`config.mk`:
```
export PLATFORM = sky130hd
export DESIGN_NAME = mmcm_ps_ctrl
export DESIGN_NICKNAME = d
export VERILOG_FILES = /design/src/rtl/mmcm_ps_ctrl.sv
export SDC_FILE = /design/constraint.sdc
export NUM_CORES = 1
export LEC_CHECK = 0
export CORE_MARGIN = 2
export CORE_UTILIZATION = 60
export DETAILED_ROUTE_END_ITERATION = 12
export PLACE_DENSITY = 0.79
export SETUP_SLACK_MARGIN = 0.3
export SLEW_MARGIN = 15
export SYNTH_ARGS = -nofsm -noshare
export SYNTH_HDL_FRONTEND = slang
export SYNTH_SLANG_ARGS = --single-unit
```
`constraint.sdc`:
```
create_clock -name psclk -period 5.1 [get_ports psclk]
set_input_delay 0.765 -clock psclk [delete_from_list [all_inputs] [get_ports psclk]]
set_output_delay 0.765 -clock psclk [all_outputs]
set_load 0.03 [all_outputs]
```
`src/rtl/mmcm_ps_ctrl.sv`:
```
// MMCM fine phase-shift sequencer: steps psen/psincdec toward an absolute
// target along the shortest modular path, tracking phase and errors.
module mmcm_ps_ctrl #(
  parameter int PHASE_W   = 12,
  parameter int PS_PERIOD = 1120,
  parameter int TIMEOUT   = 255,
  parameter int GAP_CYC   = 2
) (
  input  logic               psclk,
  input  logic               reset,
  input  logic               locked,
  input  logic               psdone,
  output logic               psen,
  output logic               psincdec,
  input  logic               cmd_valid,
  output logic               cmd_ready,
  input  logic [PHASE_W-1:0] cmd_target,
  output logic [PHASE_W-1:0] cur_phase,
  output logic               busy,
  output logic               done,
  output logic               err_range,
  output logic               err_timeout,
  output logic               err_abort
);

  localparam int CW = $clog2(TIMEOUT + 1);
  localparam int GW = $clog2(GAP_CYC + 1);

  localparam logic [PHASE_W:0]   P_FULL = (PHASE_W+1)'(PS_PERIOD);
  localparam logic [PHASE_W-1:0] P_N    = PHASE_W'(PS_PERIOD);
  localparam logic [PHASE_W-1:0] P_LAST = PHASE_W'(PS_PERIOD - 1);
  localparam logic [PHASE_W-1:0] P_HALF = PHASE_W'(PS_PERIOD / 2);
  localparam logic [CW-1:0]      T_LAST = CW'(TIMEOUT - 1);
  localparam logic [GW-1:0]      G_LAST = GW'(GAP_CYC - 1);

  typedef enum logic [2:0] {
    S_UNLOCKED,
    S_IDLE,
    S_PULSE,
    S_WAIT,
    S_GAP
  } state_t;

  state_t             r_state;
  state_t             w_next;
  logic [PHASE_W-1:0] r_phase;
  logic [PHASE_W-1:0] r_rem;
  logic [CW-1:0]      r_wait;
  logic [GW-1:0]      r_gap;
  logic               r_inc;
  logic               r_done;
  logic               r_err_range;
  logic               r_err_to;
  logic               r_err_ab;

  logic               w_accept;
  logic               w_inrange;
  logic [PHASE_W:0]   w_diff_x;
  logic [PHASE_W-1:0] w_diff;
  logic               w_dir_inc;
  logic [PHASE_W-1:0] w_steps;
  logic [PHASE_W-1:0] w_phase_step;
  logic               w_busy;

  assign cmd_ready   = (r_state == S_IDLE);
  assign psen        = (r_state == S_PULSE);
  assign w_busy      = (r_state == S_PULSE) ||
                       (r_state == S_WAIT)  ||
                       (r_state == S_GAP);
  assign busy        = w_busy;
  assign psincdec    = r_inc;
  assign cur_phase   = r_phase;
  assign done        = r_done;
  assign err_range   = r_err_range;
  assign err_timeout = r_err_to;
  assign err_abort   = r_err_ab;

  assign w_accept  = cmd_valid & cmd_ready;
  assign w_inrange = ({1'b0, cmd_target} < P_FULL);

  // Both operands are below PS_PERIOD, so one wrap-add gives the modulo.
  always_comb begin
    w_diff_x = '0;
    if (cmd_target >= r_phase)
      w_diff_x = {1'b0, cmd_target} - {1'b0, r_phase};
    else
      w_diff_x = {1'b0, cmd_target} + P_FULL - {1'b0, r_phase};
  end

  assign w_diff    = w_diff_x[PHASE_W-1:0];
  assign w_dir_inc = (w_diff <= P_HALF);
  assign w_steps   = w_dir_inc ? w_diff : (P_N - w_diff);

  always_comb begin
    w_phase_step = r_phase;
    if (r_inc)
      w_phase_step = (r_phase == P_LAST) ? '0 : r_phase + 1'b1;
    else
      w_phase_step = (r_phase == '0) ? P_LAST : r_phase - 1'b1;
  end

  always_ff @(posedge psclk) begin
    if (reset) r_state <= S_UNLOCKED;
    else       r_state <= w_next;
  end

  always_comb begin
    w_next = r_state;
    if (!locked) begin
      w_next = S_UNLOCKED;
    end else begin
      unique case (r_state)
        S_UNLOCKED: w_next = S_IDLE;
        S_IDLE:
          if (w_accept && w_inrange && (w_diff != '0))
            w_next = S_PULSE;
        S_PULSE: w_next = S_WAIT;
        S_WAIT:
          if (psdone)
            w_next = (r_rem == 1) ? S_IDLE : S_GAP;
          else if (r_wait >= T_LAST)
            w_next = S_IDLE;
        S_GAP:
          if (r_gap >= G_LAST)
            w_next = S_PULSE;
        default: w_next = S_UNLOCKED;
      endcase
    end
  end

  always_ff @(posedge psclk) begin
    if (reset) begin
      r_phase     <= '0;
      r_rem       <= '0;
      r_wait      <= '0;
      r_gap       <= '0;
      r_inc       <= 1'b0;
      r_done      <= 1'b0;
      r_err_range <= 1'b0;
      r_err_to    <= 1'b0;
      r_err_ab    <= 1'b0;
    end else begin
      r_done      <= 1'b0;
      r_err_range <= 1'b0;
      if (!locked) begin
        // The MMCM restarts at phase zero after relocking.
        r_phase <= '0;
        r_rem   <= '0;
        if (w_busy) r_err_ab <= 1'b1;
      end else begin
        unique case (r_state)
          S_IDLE:
            if (w_accept) begin
              r_err_to <= 1'b0;
              r_err_ab <= 1'b0;
              if (!w_inrange) begin
                r_err_range <= 1'b1;
              end else if (w_diff == '0) begin
                r_done <= 1'b1;
              end else begin
                r_rem <= w_steps;
                r_inc <= w_dir_inc;
              end
            end
          S_PULSE: r_wait <= CW'(1);
          S_WAIT:
            if (psdone) begin
              r_phase <= w_phase_step;
              r_rem   <= r_rem - 1'b1;
              r_gap   <= '0;
              if (r_rem == 1) r_done <= 1'b1;
            end else if (r_wait >= T_LAST) begin
              r_err_to <= 1'b1;
              r_rem    <= '0;
            end else begin
              r_wait <= r_wait + 1'b1;
            end
          S_GAP: r_gap <= r_gap + 1'b1;
          default: ;
        endcase
      end
    end
  end

endmodule
```
==> metrics.md <==
| Metric | Value |
|---|---|
| Status | finished, final reports clean |
| FMAX | 229 MHz |
| Crit-path cells | clkdlybuf4s50_1 > ha_1 > xor2_4 > ha_1 > a21oi_2 > o2111ai_1 > and3_1 > nor4_1 > o21ai_0 > a21o_4 > nor4_4 > o22a_4 > nor3_1 > a211oi_1 |
| # hold bufs at CTS | 0 |
| Post-route DRC | 0 |
| Post-synth top area cell | dfxtp_1 |
| Worst Path Buf+Inv | 1 |
| Async SR Flop Fraction | 0 |
| Initial Utilization | 0.616 |
| Final net count | 670 |
| CTS clk-pin slew, worst paths | 0.10 ns |
| First-pass GRT wire length | 20500 um |
| Core ar. | 7210 um^2 |
| Most common cell after layout, fill and taps aside | nor2_1 |
| Root Buffer | clkbuf_8 |
| Layout area overhead | 11.3% |
| Max-cap check violation count | 0 |
| Worst endpoint data arrival time | 4.59 ns |
| Slew @ Worst Pin | 0.964 ns |
| Reg2reg start | cur_phase[1]$_SDFFE_PP0P_ |
| Largest net degree at the start of global routing | 29 |
| Area of the multi-input gates | 3330 um^2 |
| Worst reg-to-reg path cell count | 14 |
| Crit path time final | 4.36 ns |
| Synthesis Warnings | 0 |
| Die height | 90.1 um |
| Setup crit end kind | register |
| CP max FO | 15 |
| Post-CTS sizing | 0 |
| Synth top area cells | dfxtp_1, ha_1, a21oi_1 |
| CTS tree | yes |
| Top_reg_cell synth | dfxtp_1 |
| Cell internal pwr | 0.000541 W |
| Pins Over Slew Limit | 0 |
| CTS Buf Count | 5 |
| Slowest cell on crit path | ha_1 |
| Mapped Nets | 646 |
| Layout Skew | 0.0160 ns |
| Die W | 90.1 um |
| Mapped Area | 4440 um^2 |
| CTS H-tree depth | 2 |
| IO Pins | 37 |
| Final setup violation count | 0 |
| FF/Latch Area | 841 um^2 |
| Row cnt | 31 |
| GPL Wtd Cong | 0.959 |
| Postcts setup bufs | 0 |
| Vias per Instance | 6.49 |
| CP most frequent cell | ha_1 |
| Worst hold path class | register to register |
| Synth Instances | 587 |
| Port Buffer Count | 36 |
| Logic gate share of total power | 0.331 |
| Gr usage total | 0.303 |
| Overall Power | 0.000844 W |
| DRT Pass-1 Iters | 5 |
| Clk buf depth | 2 |
| Vias in the first global route | 4315 |
| Period utilisation layout | 0.856 |
| Setup TNS | 0 ns |
| # diodes | 0 |
| Clk Latency, worst-skew pair | 0.31 ns |
| First DRT Iteration DRCs | 307 |
| Power Dens Cells | 171 nW/um^2 |
| Grt total ovfl | 0 |
| Wirelength, routed | 12100 um |
| Maximum vdd drop | 96.1 uV |
| Reg2reg end | r_rem[1]$_SDFFE_PP0P_ |
| Routed Antenna Nets | 0 |
| Hold Crit Depth | 2 |
| DR WL/cell | 17.0 um |
| Seq/Total Area, Yosys | 0.189 |
| HP Start | r_gap[1]$_SDFFE_PP0P_ |
| R2r setup slk | 0.92 ns |
| Most frequent cells in the layout | nor2_1, a21oi_1, inv_1, dfxtp_1, nand2_1 |
| Post-synth top area share | 0.189 |
| Fillers | 660 |
| Initial antenna violation count | 0 |
| RSZ-0062 raised after global routing | no |
| Slew HR | 0.355 |
| Synth Register Bits | 42 |
| Critical Path RT | 5.33 ns |
| Synth cell types | 73 |
| Post-Syn Area per Cell | 7.57 um^2 |
| CP peak stage delay | 0.48 ns |
| Die area | 8110 um^2 |
| Pleak | 1.84 nW |
| Hold EP | r_gap[1]$_SDFFE_PP0P_ |
| Crit-path leading delay family | compound AO/OA/AOI/OAI gates |
| Crit path launch type | input pin |
| Reg power frac | 0.393 |
| Clock share of power | 0.276 |
| HPWL after DPL | 9350 um |
| Final hold vios | 0 |
| Via count | 4613 |
| Fraction of layout cells with a size suffix above 1 | 0.0507 |
| Switching Power | 0.000303 W |
| Switching Share | 0.358 |
| Number of synthesized flops with an enable pin | 0 |
| WS Path Type | input pin to register |
| Sink Count | 42 |
## worst max-delay path by stage
stage	end	depth (start not counted)	startpoint
final	r_rem[1]$_SDFFE_PP0P_	14	cmd_target[2]
after global routing	r_rem[1]$_SDFFE_PP0P_	14	cmd_target[2]
after CTS	r_rem[1]$_SDFFE_PP0P_	14	cmd_target[2]
after detailed placement	r_rem[1]$_SDFFE_PP0P_	14	cmd_target[2]
after global placement	r_rem[2]$_SDFFE_PP0P_	14	cmd_target[2]
after floorplan	r_rem[2]$_SDFFE_PP0P_	13	cmd_target[2]
## area by class of cell
class / instances / share of cell area
clock buffers: 5 / 0.0139
clock inverters: 3 / 0.00506
inverters: 44 / 0.0334
multi-input cells: 478 / 0.674
flip-flops and latches: 42 / 0.170
well taps: 99 / 0.0250
repair buffers: 40 / 0.0789
## flip-flops by register name (all words and copies together) (netlist names)
signal	count
cur_phase	12
done	1
r_rem	12
err_range	1
err_timeout	1
err_abort	1
r_state	3
r_gap	2
psincdec	1
r_wait	8
## logic make-up (layout without fill, tap and decap cells)
| logic type | count (synthesis) | after routing | share of synthesized area |
|---|---|---|---|
| multiplexers | 10 | 10 | 0.0225 |
| adder cells (fa/ha/maj) | 42 | 42 | 0.130 |
| flip-flops | 42 | 42 | 0.189 |
| AO/OA/AOI/OAI | 180 | 180 | 0.286 |
| AND/OR/NAND/NOR | 217 | 217 | 0.248 |
| buffers and inverters | 67 | 92 | 0.0608 |
| XOR/XNOR | 29 | 29 | 0.0631 |
## power by group through the flow
stage	logic, W	clock network (W)	registers, W
floorplan	0.000202	0	0.000340
global placement	0.000266	0	0.000339
detailed placement	0.000271	0	0.000340
CTS	0.000274	0.000235	0.000332
global route	0.000304	0.000249	0.000332
finish	0.000279	0.000233	0.000332
## stage by stage
stage / cells / util / hold slack [ns] / worst slack (ns) / area, um^2
2_1_floorplan: 587 / - / 0.436 / 1.14 / 4440
3_3_place_gp: 703 / 0.673 / 0.452 / 0.563 / 4850
3_5_place_dp: 703 / 0.673 / 0.475 / 0.438 / 4850
4_1_cts: 711 / 0.686 / 0.495 / 0.753 / 4950
5_1_grt: 711 / 0.686 / 0.524 / 0.481 / 4950
6_report: 711 / 0.686 / 0.498 / 0.737 / 4950
## worst min-delay path: stages (launching register included)
cell	delay [ns]
dfxtp_1	0.33
a32oi_1	0.06
nor2_1	0.07
## cells in the mapped netlist (5+ instances only)
| cell type | count |
|---|---|
| a211oi_1 | 10 |
| a21o_1 | 8 |
| a21oi_1 | 52 |
| a22oi_1 | 5 |
| a311oi_1 | 6 |
| a31oi_1 | 6 |
| and3_1 | 14 |
| clkbuf_1 | 17 |
| dfxtp_1 | 42 |
| fa_1 | 7 |
| ha_1 | 35 |
| inv_1 | 43 |
| mux2i_1 | 10 |
| nand2_1 | 39 |
| nand2b_1 | 9 |
| nand3_1 | 22 |
| nand4_1 | 8 |
| nor2_1 | 63 |
| nor3_1 | 23 |
| nor4_1 | 8 |
| o211ai_1 | 7 |
| o21ai_0 | 29 |
| o31ai_1 | 7 |
| or4_1 | 6 |
| xnor2_1 | 13 |
| xor2_1 | 14 |
## layer usage
| metal | track usage | part of all wire | wire length [um] | vias up |
|---|---|---|---|---|
| met5 | 0 | 0 | 0 | - |
| met4 | 0.112 | 0.026 | 311 | 0 |
| met3 | 0.0394 | 0.070 | 841 | 25 |
| met2 | 0.516 | 0.47 | 5740 | 194 |
| met1 | 0.392 | 0.43 | 5200 | 2171 |
| li1 | - | - | - | 2223 |
Power figures use the tool's default switching activity.
